--- config.mk ---
export PLATFORM = sky130hd
export DESIGN_NAME = nibble_serial_add_ctrl
export DESIGN_NICKNAME = d
export VERILOG_FILES = /design/src/rtl/nibble_serial_add_ctrl_pkg.sv /design/src/rtl/nibble_serial_add_ctrl_cla4_slice.sv /design/src/rtl/nibble_serial_add_ctrl.sv
export SDC_FILE = /design/constraint.sdc
export NUM_CORES = 1
export LEC_CHECK = 0
export BUFFER_PORTS_ARGS = -buffer_cell sky130_fd_sc_hd__buf_2
export CAP_MARGIN = 40
export CORE_MARGIN = 2
export CORE_UTILIZATION = 30
export CTS_CLUSTER_SIZE = 10
export DETAILED_ROUTE_END_ITERATION = 16
export GPL_TIMING_DRIVEN = 0
export HOLD_SLACK_MARGIN = 0.1
export PLACE_DENSITY = 0.56
export SYNTH_ARGS = -nofsm -noshare
export SYNTH_HDL_FRONTEND = slang
export SYNTH_SLANG_ARGS = --single-unit
--- constraint.sdc ---
create_clock -name clk -period 3.34 [get_ports clk]
set_input_delay 0.334 -clock clk [delete_from_list [all_inputs] [get_ports clk]]
set_output_delay 0.334 -clock clk [all_outputs]
set_load 0.005 [all_outputs]
--- src/rtl/nibble_serial_add_ctrl_pkg.sv ---
// Shared types and sizing helpers for the nibble-serial adder.
// Optional subtract/overflow support: define NIBBLE_ADD_SUB_EN.
package nibble_serial_add_ctrl_pkg;

  localparam int NIBBLE_W = 4;

  typedef enum logic [1:0] {
    IDLE = 2'b00,
    RUN  = 2'b01,
    DONE = 2'b10
  } state_t;

  function automatic int nnib_of(input int width);
    return width / NIBBLE_W;
  endfunction

  function automatic int idx_w_of(input int width);
    int n;
    n = nnib_of(width);
    return (n > 1) ? $clog2(n) : 1;
  endfunction

endpackage

--- src/rtl/nibble_serial_add_ctrl_cla4_slice.sv ---
// Combinational 4-bit carry-lookahead slice.
// c3 is the carry into bit 3, exported for signed-overflow detection.
module cla4_slice (
  input  logic [3:0] x,
  input  logic [3:0] y,
  input  logic       cin,
  output logic [3:0] s,
  output logic       cout,
  output logic       c3
);

  logic [3:0] p;
  logic [3:0] g;
  logic       c1;
  logic       c2;

  assign p = x ^ y;
  assign g = x & y;

  assign c1 = g[0]
            | (p[0] & cin);

  assign c2 = g[1]
            | (p[1] & g[0])
            | (p[1] & p[0] & cin);

  assign c3 = g[2]
            | (p[2] & g[1])
            | (p[2] & p[1] & g[0])
            | (p[2] & p[1] & p[0] & cin);

  assign cout = g[3]
              | (p[3] & g[2])
              | (p[3] & p[2] & g[1])
              | (p[3] & p[2] & p[1] & g[0])
              | (p[3] & p[2] & p[1] & p[0] & cin);

  assign s = p ^ {c3, c2, c1, cin};

endmodule

--- src/rtl/nibble_serial_add_ctrl.sv ---
// Nibble-serial WIDTH-bit adder sharing one 4-bit lookahead slice.
// Define NIBBLE_ADD_SUB_EN to add the sub input and ovf output.
module nibble_serial_add_ctrl
  import nibble_serial_add_ctrl_pkg::*;
#(
  parameter int WIDTH = 16
) (
  input  logic             clk,
  input  logic             rst_n,
  input  logic             start,
  input  logic [WIDTH-1:0] a,
  input  logic [WIDTH-1:0] b,
  input  logic             ci,
`ifdef NIBBLE_ADD_SUB_EN
  input  logic             sub,
  output logic             ovf,
`endif
  output logic             busy,
  output logic             done,
  output logic [WIDTH-1:0] sum,
  output logic             co
);

  localparam int NNIB = nnib_of(WIDTH);
  localparam int IW   = idx_w_of(WIDTH);
  localparam logic [IW-1:0] LAST = IW'(NNIB - 1);

  state_t           state_q;
  state_t           state_d;
  logic [WIDTH-1:0] a_q;
  logic [WIDTH-1:0] b_q;
  logic [WIDTH-1:0] sum_q;
  logic [IW-1:0]    idx_q;
  logic             cy_q;
  logic             co_q;

  logic [3:0] xn;
  logic [3:0] yn;
  logic [3:0] sn;
  logic       cn;

  assign xn = a_q[idx_q*NIBBLE_W +: NIBBLE_W];
  assign yn = b_q[idx_q*NIBBLE_W +: NIBBLE_W];

`ifdef NIBBLE_ADD_SUB_EN
  logic c3n;
  logic ovf_q;

  cla4_slice u_slice (
    .x    (xn),
    .y    (yn),
    .cin  (cy_q),
    .s    (sn),
    .cout (cn),
    .c3   (c3n)
  );

  assign ovf = ovf_q;
`else
  cla4_slice u_slice (
    .x    (xn),
    .y    (yn),
    .cin  (cy_q),
    .s    (sn),
    .cout (cn),
    .c3   ()
  );
`endif

  always_ff @(posedge clk) begin
    if (!rst_n) state_q <= IDLE;
    else        state_q <= state_d;
  end

  always_comb begin
    state_d = state_q;
    busy    = 1'b0;
    done    = 1'b0;
    case (state_q)
      IDLE: begin
        if (start) state_d = RUN;
      end
      RUN: begin
        busy = 1'b1;
        if (idx_q == LAST) state_d = DONE;
      end
      DONE: begin
        busy    = 1'b1;
        done    = 1'b1;
        state_d = IDLE;
      end
      default: state_d = IDLE;
    endcase
  end

  always_ff @(posedge clk) begin
    if (!rst_n) begin
      a_q   <= '0;
      b_q   <= '0;
      sum_q <= '0;
      idx_q <= '0;
      cy_q  <= 1'b0;
      co_q  <= 1'b0;
`ifdef NIBBLE_ADD_SUB_EN
      ovf_q <= 1'b0;
`endif
    end else begin
      case (state_q)
        IDLE: begin
          if (start) begin
            a_q   <= a;
            idx_q <= '0;
            sum_q <= '0;
`ifdef NIBBLE_ADD_SUB_EN
            b_q   <= sub ? ~b : b;
            cy_q  <= sub ? 1'b1 : ci;
`else
            b_q   <= b;
            cy_q  <= ci;
`endif
          end
        end
        RUN: begin
          sum_q[idx_q*NIBBLE_W +: NIBBLE_W] <= sn;
          cy_q  <= cn;
          idx_q <= idx_q + 1'b1;
          if (idx_q == LAST) begin
            co_q  <= cn;
`ifdef NIBBLE_ADD_SUB_EN
            ovf_q <= c3n ^ cn;
`endif
          end
        end
        default: ;
      endcase
    end
  end

  assign sum = sum_q;
  assign co  = co_q;

endmodule

# ---- After elaboration in Yosys (flattened, before gate mapping)
# Cells that the tools add are included.
# W data, S select, Z words.
dict set report totals {
  inputBits 36
  register_bits 54
  wordCells 66
}
dict set report op_classes {
  reduce_logical 7
  shifts 4
  bitwise_logic 29
  mux 12
  add_sub_neg 2
  eq_ne 5
}
# cell n
set ops {}
lappend ops {{$neg A4 Y34} 1}
lappend ops {{$shift A4 B34 Y16 const A} 1}
lappend ops {{$shiftx A4 B34 Y16} 1}
lappend ops {{$pmux W16 S2} 1}
lappend ops {{$shiftx A16 B5 Y4} 2}
lappend ops {{$and A1 B1 Y1} 16}
lappend ops {{$bwmux W16} 1}
lappend ops {{$mux W16} 1}
lappend ops {{$or A1 B1 Y1} 10}
lappend ops {{$pmux W2 S2} 2}
lappend ops {{$reduce_and A2 Y1} 4}
lappend ops {{$xor A4 B4 Y4} 2}
lappend ops {{$mux W2} 3}
lappend ops {{$and A4 B4 Y4} 1}
lappend ops {{$eq A2 B2 Y1 const B} 2}
lappend ops {{$ne A2 B2 Y1 const B} 2}
lappend ops {{$mux W1} 3}
lappend ops {{$add A2 B1 Y2 const B} 1}
lappend ops {{$eq A2 B1 Y1 const B} 1}
lappend ops {{$logic_not A2 Y1} 1}
lappend ops {{$pmux W1 S2} 1}
lappend ops {{$reduce_bool A2 Y1} 1}
lappend ops {{$reduce_or A2 Y1} 1}

# ---- Depth between registers and ports, before layout
dict set report depth {
  word_depth 10
  ltp_mapped 7
}

# ---- By module
# From an unflattened synthesis, not the netlist that was laid out.
dict set report hier_totals {
  hier_cells 296
  hier_area_um2 2645.0
}
# module instances cells_per_inst area_per_inst_um2
set modules_own_cells {}
lappend modules_own_cells {nibble_serial_add_ctrl 1 278 2489.9}
lappend modules_own_cells {cla4_slice 1 18 155.1}

# ---- Least setup slack after synthesis
# OpenSTA, ideal clock, no wires.
dict set report synth_path {
  kind {reg2reg}
  start {register idx_q[0]}
  end {register sum_q[3] (netlist: sum[3])}
  setup_time_ns 0.061
  path_stages_with_launch 8
  required_time_ns 3.279
  arrival_time_ns 2.304
  setup_slack_ns 0.975
  path_buffers 1
  path_cell_list {dfxtp_1 > buf_2 > mux4_2 > ha_1 > a21oi_1 > o22ai_1 > nor3_1 > a32o_1}
}
dict set report synth_via {
  elab_chain_cells 10
  elab_cells_between_ends 25
  classes_between {add/sub (1); shift (4); mux (2); bitwise (18)}
}
# element line_no
set synth_lines {}
lappend synth_lines {{start, declared} nibble_serial_add_ctrl.sv:33} ;# logic [IW-1:0] idx_q;
lappend synth_lines {{start signal, assigned} nibble_serial_add_ctrl.sv:126} ;# idx_q <= idx_q + 1'b1;
lappend synth_lines {{$shiftx A16 B5 Y4, on equally long branches} {nibble_serial_add_ctrl.sv:42, nibble_serial_add_ctrl.sv:43}}
lappend synth_lines {{$xor A4 B4 Y4 / $and A4 B4 Y4 (equally long branches)} {nibble_serial_add_ctrl_cla4_slice.sv:17, nibble_serial_add_ctrl_cla4_slice.sv:18}}
lappend synth_lines {{$and A1 B1 Y1, on equally long branches} {nibble_serial_add_ctrl_cla4_slice.sv:28, nibble_serial_add_ctrl_cla4_slice.sv:29, nibble_serial_add_ctrl_cla4_slice.sv:30}}
lappend synth_lines {{$or A1 B1 Y1 (tied with other cells)} nibble_serial_add_ctrl_cla4_slice.sv:28} ;# | (p[2] & g[1])
lappend synth_lines {{$or A1 B1 Y1 / $and A1 B1 Y1 (equally long branches)} {nibble_serial_add_ctrl_cla4_slice.sv:29, nibble_serial_add_ctrl_cla4_slice.sv:30}}
lappend synth_lines {{$or A1 B1 Y1} nibble_serial_add_ctrl_cla4_slice.sv:30} ;# | (p[2] & p[1] & p[0] & cin);
lappend synth_lines {{$xor A4 B4 Y4} nibble_serial_add_ctrl_cla4_slice.sv:38} ;# assign s = p ^ {c3, c2, c1, cin};
lappend synth_lines {{$shiftx A4 B34 Y16} nibble_serial_add_ctrl.sv:124} ;# sum_q[idx_q*NIBBLE_W +: NIBBLE_W] <= sn;
lappend synth_lines {{$bwmux W16 *} nibble_serial_add_ctrl.sv:124}
lappend synth_lines {{$pmux W16 S2 *} nibble_serial_add_ctrl.sv:108} ;# case (state_q)
lappend synth_lines {{end signal, assigned by index} nibble_serial_add_ctrl.sv:124}
lappend synth_lines {{end, declared} nibble_serial_add_ctrl.sv:32} ;# logic [WIDTH-1:0] sum_q;
# Every way passes the cells marked *; elsewhere a longest branch is shown, timed or not.
# A chain may end at the register's enable or synchronous reset.

# ---- Worst setup path in the final report
dict set report layout_path {
  start {register idx_q[0]}
  end {register sum_q[7] (netlist: sum[7])}
}
# The elaborated chain is that of the path after synthesis.

==> results.yml <==
run_status:
  status: "completed"
timing:
  period_share: 0.828
  hold_slack_ns: 0.249
  hold_violations: 0
  tightest_slew_ns: 0.592
  fin_skew_ns: 0.00705
  slew_viol_final: 0
  relSlewSlack: 0.598
  max_freq_mhz: 362
  period_needed_ns: 2.77
  setup_viol: 0
  grt_setup_unrepaired: "no"
  setup_tns_ns: 0
clock_network:
  cts.path.max_buffers: 2
  cts-root-buf: "clkbuf_8"
  cts-resized-gates: 0
  numCtsBuffers: 5
  cts_max_level: 2
  clk_latency_ns: 0.31
  cts_setup_buffers: 0
  cts.sinks: 54
  cts_tree: "yes"
  cts_hold_buf: 0
  cts.clk_slew.worst_paths_ns: 0.10
min_path:
  hold_depth: 3
  hp-class: "input port to register"
  min_from: "a[1]"
  min_to: "a_q[1]"
logic_synthesis:
  synthesis.nets: 322
  synth-warning-count: 0
  ys_async_sr_fraction: 0
  synth-edff-count: 0
  syn-instance-count: 273
  synth_commonest_cells: "nand2_1, dfxtp_1, a21oi_1"
  yosysMostFrequentCell: "nand2_1"
  netlist_area_mm2: 0.00246
  syn_avg_cell_area_um2: 9.02
  ys_types: 35
  yosysSeqAreaShare: 0.439
  synth_area_leaders: "dfxtp_1, nand2_1, a21oi_1"
  yosysTopAreaCellShare: 0.439
  yosys.area.top_type: "dfxtp_1"
  ys_ff_latch: 54
  synthFlopType: "dfxtp_1"
placement:
  place.gp.congestion: 0.804
  hpwl_mm: 4.51
  placedCellCount: 432
  portBuffers: 54
global_route:
  grt_pass1_wl_mm: 9.78
  grt.total_usage: 0.141
  grt_max_degree: 18
  gr-total-overflow: 0
  grt_pass1_vias: 2039
  antenna_found_initial: 0
critical_path:
  cp.arrival_ns: 3.02
  startpoint_type: "register"
  crit_type: "register to register"
  crit_required_ns: 3.59
  reg2reg_setup_slack_ns: 0.57
  end_kind: "register"
  path_max_fanout: 10
  r2r-start: "idx_q[0]"
  r2r_end: "sum[7]"
  reg2reg_depth: 7
detailed_routing:
  drt_iter0_drc: 74
  via_count: 2122
  routedWlPerCell_um: 13.8
  drc_errors: 0
  first_pass_iters: 4
  wirelength_mm: 6.05
  avgViaCountPerCell: 4.82
  antenna_left: 0
pwr:
  cellInternalPower_uw: 989
  power_uw: 1360
  switching_power_uw: 376
  p_seq_frac: 0.507
  p_leak_uw: 0.00122
  swShare: 0.275
  p_clk_frac: 0.326
  powerDensity_mw_per_mm2: 458
  comb_power_share: 0.166
  irDropWorstVdd_uv: 183
floorplanning:
  ios: 55
  die_y_um: 94.6
  coreArea_mm2: 0.00809
  die_w_um: 94.6
  start_util: 0.304
  dieArea_mm2: 0.00895
  rows: 33
final_layout:
  area_delta_synth_final_pct: 20.9
  stdcell_count: 440
  final_core_util: 0.368
  drive_gt1_frac: 0.254
  num_antenna_cells: 0
  fin_nets: 383
flow_run:
  cap_violations: 0
## sequential cells by signal, indices dropped and copies added (netlist names)
register  count
a_q          16
cy_q          1
b_q          16
sum          16
idx_q         2
state_q       2
co            1
## power by group through the flow
| stage | Combinational [µW] | Sequential (µW) | Clock [µW] |
|---|---|---|---|
| 2_1_floorplan | 155 | 702 | 0 |
| 3_3_place_gp | 225 | 706 | 0 |
| 3_5_place_dp | 228 | 708 | 0 |
| 4_1_cts | 229 | 692 | 460 |
| 5_1_grt | 254 | 696 | 486 |
| 6_report | 227 | 692 | 445 |
## layout make-up
type	count	area, µm²
well taps	105	131
repair buffers	54	270
clock inverters	3	43.8
plain buffers	15	75.1
flip-flops and latches	54	1080
inverters	8	30.0
multi-input cells	196	1280
clock buffers	5	68.8
fillers	871	5110
## per-stage QoR
stage                     setup slack, ns  instance area (µm²)
after global routing                0.359                 2980
after CTS                           0.587                 2980
after floorplan                     0.975                 2460
after global placement              0.645                 2870
final                               0.574                 2980
after detailed placement            0.625                 2870
## metal layers
metal  vias up  routed length [µm]  share of wire  track usage
met5         -                   0              0            0
met4         0                  65          0.011       0.0411
met3         6                 300          0.050       0.0271
met2        57                2860           0.47        0.228
met1       992                2830           0.47        0.190
li1       1067                   -              -            -
## kinds of logic after synthesis
group           after synthesis  share of synthesized area
simple gates                105                      0.194
compound gates               67                      0.169
xor+xnor                      1                    0.00356
mux                          10                     0.0833
buf+inv                      23                     0.0427
flops                        54                      0.439
fa+ha+maj                    13                     0.0691
## cell usage in the layout, fill, tap and decap left out, drive strengths merged, types with 3 or more instances in the layout
master | synthesis | layout
a21oi | 40 | 40
a32o | 4 | 4
nand2b | 4 | 4
dfxtp | 54 | 54
mux4 | 8 | 8
a22oi | 7 | 7
nand2 | 72 | 72
a32oi | 6 | 6
inv | 7 | 8
ha | 12 | 12
nor3 | 3 | 3
nor2 | 16 | 16
a211oi | 4 | 4
buf | 6 | 60
clkbuf | 8 | 13
## how the worst max path moves through the flow
stage | startpoint | to | slack, ns | cells past startpoint
after floorplan | idx_q[0] | sum[3] | 0.98 | 7
after detailed placement | idx_q[0] | sum[3] | 0.62 | 7
after CTS | idx_q[0] | sum[3] | 0.59 | 7
after global routing | idx_q[0] | sum[7] | 0.36 | 7
after global placement | idx_q[0] | sum[3] | 0.65 | 7
final | idx_q[0] | sum[7] | 0.57 | 7
## worst max-delay path: stages, from the launching register on
cell and delay (ns):
dfxtp_1 0.48, buf_2 0.35, mux4_2 0.59, ha_1 0.33
a21oi_1 0.16, o22ai_1 0.14, nor3_1 0.45, a32o_1 0.19
(Power assumes the default switching activity.)
